===== config.mk =====
export PLATFORM = sky130hd
export DESIGN_NAME = load_store_unit
export DESIGN_NICKNAME = d
export VERILOG_FILES = /design/src/rtl/load_store_unit.sv
export SDC_FILE = /design/constraint.sdc
export NUM_CORES = 1
export LEC_CHECK = 0
export CELL_PAD_IN_SITES_DETAIL_PLACEMENT = 1
export CELL_PAD_IN_SITES_GLOBAL_PLACEMENT = 2
export CORE_MARGIN = 10
export CORE_UTILIZATION = 25
export DETAILED_ROUTE_END_ITERATION = 10
export MAX_ROUTING_LAYER = met4
export PLACE_DENSITY_LB_ADDON = 0.1
export SYNTH_ARGS = -nofsm -noshare
export SYNTH_HDL_FRONTEND = slang
export SYNTH_SLANG_ARGS = --single-unit
export TNS_END_PERCENT = 5

===== constraint.sdc =====
create_clock -name clk -period 4.99 [get_ports clk]
set_input_delay 0.7485 -clock clk [delete_from_list [all_inputs] [get_ports clk]]
set_output_delay 0.7485 -clock clk [all_outputs]
set_load 0.01 [all_outputs]

===== src/rtl/load_store_unit.sv =====
// rtl/load_store_unit.sv - load/store unit bridging core memory instructions to a req/ack bus
//
// Purpose: accepts one load or store from the core and checks its alignment.
// A legal access is issued as a single word-aligned bus request with byte
// strobes. The unit waits for bus_ack or for the timeout, then returns
// extended load data and a fault flag with a one-cycle done pulse.
//
// Ports:
//   clk, reset                   clock, synchronous active-high reset
//   req_valid, mem_read,         core request and load/store flags
//   mem_write, funct3
//   addr, wdata                  byte address and store data
//   stall                        core holds PC/instruction while busy
//   done, err, rdata             completion pulse, fault flag, load result
//   bus_req, bus_we, bus_addr,   memory-side request (registered)
//   bus_wstrb, bus_wdata
//   bus_ack, bus_rdata           memory-side response
module load_store_unit #(
  parameter int TIMEOUT = 16
) (
  input  logic        clk,
  input  logic        reset,
  input  logic        req_valid,
  input  logic        mem_read,
  input  logic        mem_write,
  input  logic [2:0]  funct3,
  input  logic [31:0] addr,
  input  logic [31:0] wdata,
  output logic        stall,
  output logic        done,
  output logic        err,
  output logic [31:0] rdata,
  output logic        bus_req,
  output logic        bus_we,
  output logic [31:0] bus_addr,
  output logic [3:0]  bus_wstrb,
  output logic [31:0] bus_wdata,
  input  logic        bus_ack,
  input  logic [31:0] bus_rdata
);

  localparam int CW = $clog2(TIMEOUT + 1);

  typedef enum logic [1:0] {IDLE, ACCESS, DONE} state_t;

  state_t        state, state_nx;
  logic          accept;
  logic          is_store;
  logic          legal;
  logic [3:0]    strb_nx;
  logic [31:0]   wdata_nx;
  logic [31:0]   lane;
  logic [31:0]   load_val;
  logic [2:0]    f3_q;
  logic [1:0]    off_q;
  logic [CW-1:0] cnt;
  logic          expire;

  // Request decode: store wins when both flags are set.
  always_comb begin
    accept   = (state == IDLE) && req_valid && (mem_read || mem_write);
    is_store = mem_write;
    legal    = 1'b0;
    strb_nx  = 4'b0000;
    wdata_nx = wdata;
    case (funct3)
      3'b000: begin
        legal    = 1'b1;
        strb_nx  = 4'b0001 << addr[1:0];
        wdata_nx = {4{wdata[7:0]}};
      end
      3'b001: begin
        legal    = !addr[0];
        strb_nx  = addr[1] ? 4'b1100 : 4'b0011;
        wdata_nx = {2{wdata[15:0]}};
      end
      3'b010: begin
        legal    = (addr[1:0] == 2'b00);
        strb_nx  = 4'b1111;
      end
      3'b100:  legal = !is_store;
      3'b101:  legal = !is_store && !addr[0];
      default: legal = 1'b0;
    endcase
    if (!is_store) begin
      strb_nx = 4'b0000;
    end
  end

  // Load extraction uses the byte offset captured at accept time, since
  // bus_addr is word aligned.
  always_comb begin
    lane     = bus_rdata >> {off_q, 3'b000};
    load_val = bus_rdata;
    case (f3_q)
      3'b000:  load_val = {{24{lane[7]}}, lane[7:0]};
      3'b001:  load_val = {{16{lane[15]}}, lane[15:0]};
      3'b100:  load_val = {24'h0, lane[7:0]};
      3'b101:  load_val = {16'h0, lane[15:0]};
      default: load_val = bus_rdata;
    endcase
  end

  assign expire = (cnt == CW'(TIMEOUT - 1));

  always_comb begin
    state_nx = state;
    case (state)
      IDLE:    if (accept) state_nx = legal ? ACCESS : DONE;
      ACCESS:  if (bus_ack || expire) state_nx = DONE;
      DONE:    state_nx = IDLE;
      default: state_nx = IDLE;
    endcase
  end

  always_ff @(posedge clk) begin
    if (reset) begin
      state     <= IDLE;
      bus_req   <= 1'b0;
      bus_we    <= 1'b0;
      bus_addr  <= 32'h0;
      bus_wstrb <= 4'h0;
      bus_wdata <= 32'h0;
      err       <= 1'b0;
      rdata     <= 32'h0;
      cnt       <= '0;
      f3_q      <= 3'b000;
      off_q     <= 2'b00;
    end else begin
      state <= state_nx;
      case (state)
        IDLE: begin
          if (accept) begin
            cnt <= '0;
            if (legal) begin
              bus_req   <= 1'b1;
              bus_we    <= is_store;
              bus_addr  <= {addr[31:2], 2'b00};
              bus_wstrb <= strb_nx;
              bus_wdata <= wdata_nx;
              f3_q      <= funct3;
              off_q     <= addr[1:0];
            end else begin
              err   <= 1'b1;
              rdata <= 32'h0;
            end
          end
        end
        ACCESS: begin
          // bus_ack is checked first so it wins over a same-cycle timeout.
          if (bus_ack) begin
            bus_req <= 1'b0;
            err     <= 1'b0;
            rdata   <= bus_we ? 32'h0 : load_val;
            cnt     <= '0;
          end else if (expire) begin
            bus_req <= 1'b0;
            err     <= 1'b1;
            rdata   <= 32'h0;
            cnt     <= '0;
          end else begin
            cnt <= cnt + 1'b1;
          end
        end
        default: ;
      endcase
    end
  end

  assign stall = accept || (state == ACCESS);
  assign done  = (state == DONE);

endmodule

==> Flow_metrics.wiki <==
{| class="wikitable"
! Metric !! Value
|-
| IO Pins || 210
|-
| Cell area after placement || 7204 sq um
|-
| Hold buffer count at cts || 0
|-
| Synth async-reset ratio || 0
|-
| Number of distinct standard cells referenced by the synthesized netlist || 49
|-
| Post-CTS Setup Inserts || 0
|-
| Area taken by multi-input logic gates || 2461 sq um
|-
| All-Layer GR Usage || 0.1593
|-
| Top cell type's share of synthesized area || 0.4522
|-
| Source of the worst hold timing path || bus_addr[16]$_SDFFE_PP0P_
|-
| WHS Endpoint || bus_addr[16]$_SDFFE_PP0P_
|-
| Final Hold Fails || 0
|-
| Height of the die || 161.5 um
|-
| Synthesized area per cell || 8.536 sq um
|-
| Global-route wire length before repair || 31860 um
|-
| Inserted Clock Buffers || 17
|-
| Fin area || 7742 sq um
|-
| Maximum number of pins on one net before global-route repair || 90
|-
| Setup TNS Final || 0 ps
|-
| Register cell area after layout || 2262 sq um
|-
| Area of the mapped netlist || 5002 sq um
|-
| LEAKAGE || 2.650 nW
|-
| Maximum net fanout on the critical path || 5
|-
| Fraction of final layout cells with drive strength greater than 1 || 0.06057
|-
| Clock sink count || 113
|-
| Maximum clock skew at final layout || 7.839 ps
|-
| Number of setup violations in the final report || 0
|-
| Vias in the first global route || 5566
|-
| Post-synth EDFFs || 0
|-
| Final HPWL DP || 15110 um
|-
| Clock root buffer || clkbuf_16
|-
| Total power draw || 0.002445 W
|-
| Core box area || 19590 sq um
|-
| Placement Rows || 51
|-
| Slew HR || 0.3056
|-
| Routed Wire Length || 21020 um
|-
| Primary FF master, synth || dfxtp_1
|-
| Maximum clock frequency || 299.0 MHz
|-
| Portion of the clock cycle consumed by the worst path in the final layout || 0.6703
|-
| Leading post-synthesis cells by instance count || nand2_1, dfxtp_1, a21oi_1
|-
| Worst vdd ir || 0.2331 mV
|-
| H-tree Lvls || 4
|-
| Pins Over Slew Limit || 0
|-
| Number of warnings printed during yosys synthesis || 0
|-
| Cell depth of the worst hold path || 2
|-
| Setup repair after global routing missed its margin || no
|-
| Mapped Cells || 586
|-
| # Max-Cap Violations || 0
|-
| Most instantiated library cell after synthesis || nand2_1
|-
| Part of the Yosys area used for sequential elements || 0.4522
|-
| Tightest Hold Check Type || reg -> reg
|-
| Clock Pin Slew Worst Setup and Hold Paths || 50 ps
|-
| Via density per instance || 4.901
|-
| Critical Path RT || 4240 ps
|-
| Startpoint Class || input pin
|-
| Overall via count from detail_route || 5102
|-
| Post-layout net count || 871
|-
| TritonCTS clock tree || done
|-
| GPL Wtd Cong || 0.8164
|-
| Reg-to-reg endpoint || rdata[10]$_SDFFE_PP0P_
|-
| Power density cells || 315.8 nW/um^2
|-
| 1st-pass router iterations || 4
|-
| Number of buffer cells added on primary ports || 207
|-
| Routed WL per cell || 20.19 um
|-
| Antenna diode count || 0
|-
| Layout filler cell count || 2273
|-
| Maximum clock insertion buffer count || 2
|-
| Die Span X || 161.5 um
|-
| Post-synthesis to final-layout area growth || 54.78%
|-
| Starting DRC count in detailed routing || 186
|-
| Flip-flop and latch count after synthesis || 113
|-
| Worst r2r src || off_q[0]$_SDFFE_PP0P_
|-
| Minimum clock period after layout || 3345 ps
|-
| Cell accounting for the most synthesized area || dfxtp_1
|-
| Starting Density || 0.2553
|-
| Data arrival time of the worst path || 2600 ps
|-
| Cell depth of the worst flop-to-flop path || 4
|-
| Kind of capture point of the worst setup path || output pin
|-
| Initial antenna violation count || 0
|-
| Result of the run || completed
|-
| Clk Latency, worst-skew pair || 410 ps
|-
| Critical path type || in -> out
|-
| Register-to-register setup slack || 2530 ps
|-
| Count of unresolved DRC violations after routing || 0
|-
| Grt total ovfl || 0
|-
| Die outline area || 26070 sq um
|-
| Main area contributors after synthesis || dfxtp_1, nand2_1, a21oi_1
|-
| Number of instances resized during post-cts repair || 0
|-
| Detail Route Antenna Nets || 0
|-
| Slew at the pin closest to its max-slew limit || 1038 ps
|}
## state kept, by name, indices dropped and copies added (netlist names), 2 cells and up
name / flops
rdata: 32
bus_addr: 30
bus_wdata: 32
state: 2
bus_wstrb: 4
off_q: 2
f3_q: 3
cnt: 5
## where the power goes
group	switching (W)	total [W]	internal, W
clock	0.000423	0.00114	0.000712
sequential	0.0000231	0.000958	0.000935
combinational	0.000173	0.000351	0.000178
total	0.000619	0.00245	0.00183
## critical path, cell delays in order
cell and delay (ps):
clkdlybuf4s50_1 500, o21a_1 320, o21ai_0 380, inv_1 130
clkdlybuf4s50_1 500
## layout by cell type (no fill, tap or decap), types with 7 or more instances in the layout
cell type          n
a211oi_1           9
a21oi_1           85
a221o_1           11
a22oi_1            8
a311oi_1          10
and3_1             7
clkbuf_16         17
clkdlybuf4s50_1  206
dfxtp_1          113
inv_1             10
mux2_2             7
mux2i_1           23
nand2_1          118
nor2_1            32
o211ai_1          11
o21ai_0           17
o2bb2ai_1         20
## stage by stage
step / cells / hold slack [ps] / setup WS [ps] / util
after global placement: 1011 / 435.5 / 1539 / 0.3678
after detailed placement: 1011 / 448.3 / 1397 / 0.3678
after CTS: 1041 / 455.6 / 1615 / 0.3952
after global routing: 1041 / 477.1 / 1503 / 0.3952
final: 1041 / 453.9 / 1645 / 0.3952
after floorplan: 587 / 422.9 / 2850 / -
## cell type report
| cell class | count | share of cell area |
|---|---|---|
| clock buffers | 23 | 0.06173 |
| well taps | 265 | 0.04282 |
| clock inverters | 7 | 0.007757 |
| multi-input cells | 412 | 0.3179 |
| inverters | 10 | 0.004848 |
| flip-flops and latches | 113 | 0.2922 |
| repair buffers | 211 | 0.2728 |
## layer usage
metal  global-route usage  up-vias  part of all wire
li1                     -     2462                 -
met1               0.1665     2473              0.41
met2               0.2673      147              0.50
met3              0.07168       20             0.083
met4              0.04467        0             0.014
met5                    -        -                 0
## worst max-delay path by stage
stage / startpoint / to / depth (start not counted)
after global routing: mem_write / stall / 5
final: mem_write / stall / 5
after floorplan: mem_write / stall / 3
after global placement: funct3[1] / bus_wstrb[3]$_SDFFE_PP0P_ / 5
after detailed placement: funct3[2] / bus_wstrb[1]$_SDFFE_PP0P_ / 5
after CTS: mem_write / stall / 5
## logic make-up after synthesis
family                     synth area share
and+or+nand+nor                      0.1548
buffers and inverters               0.05803
muxes                               0.06628
AOI/OAI and AO/OA                    0.2654
DFF                                  0.4522
other                             0.0007497
adders and majority gates          0.002501
Power figures use the tool's default switching activity.
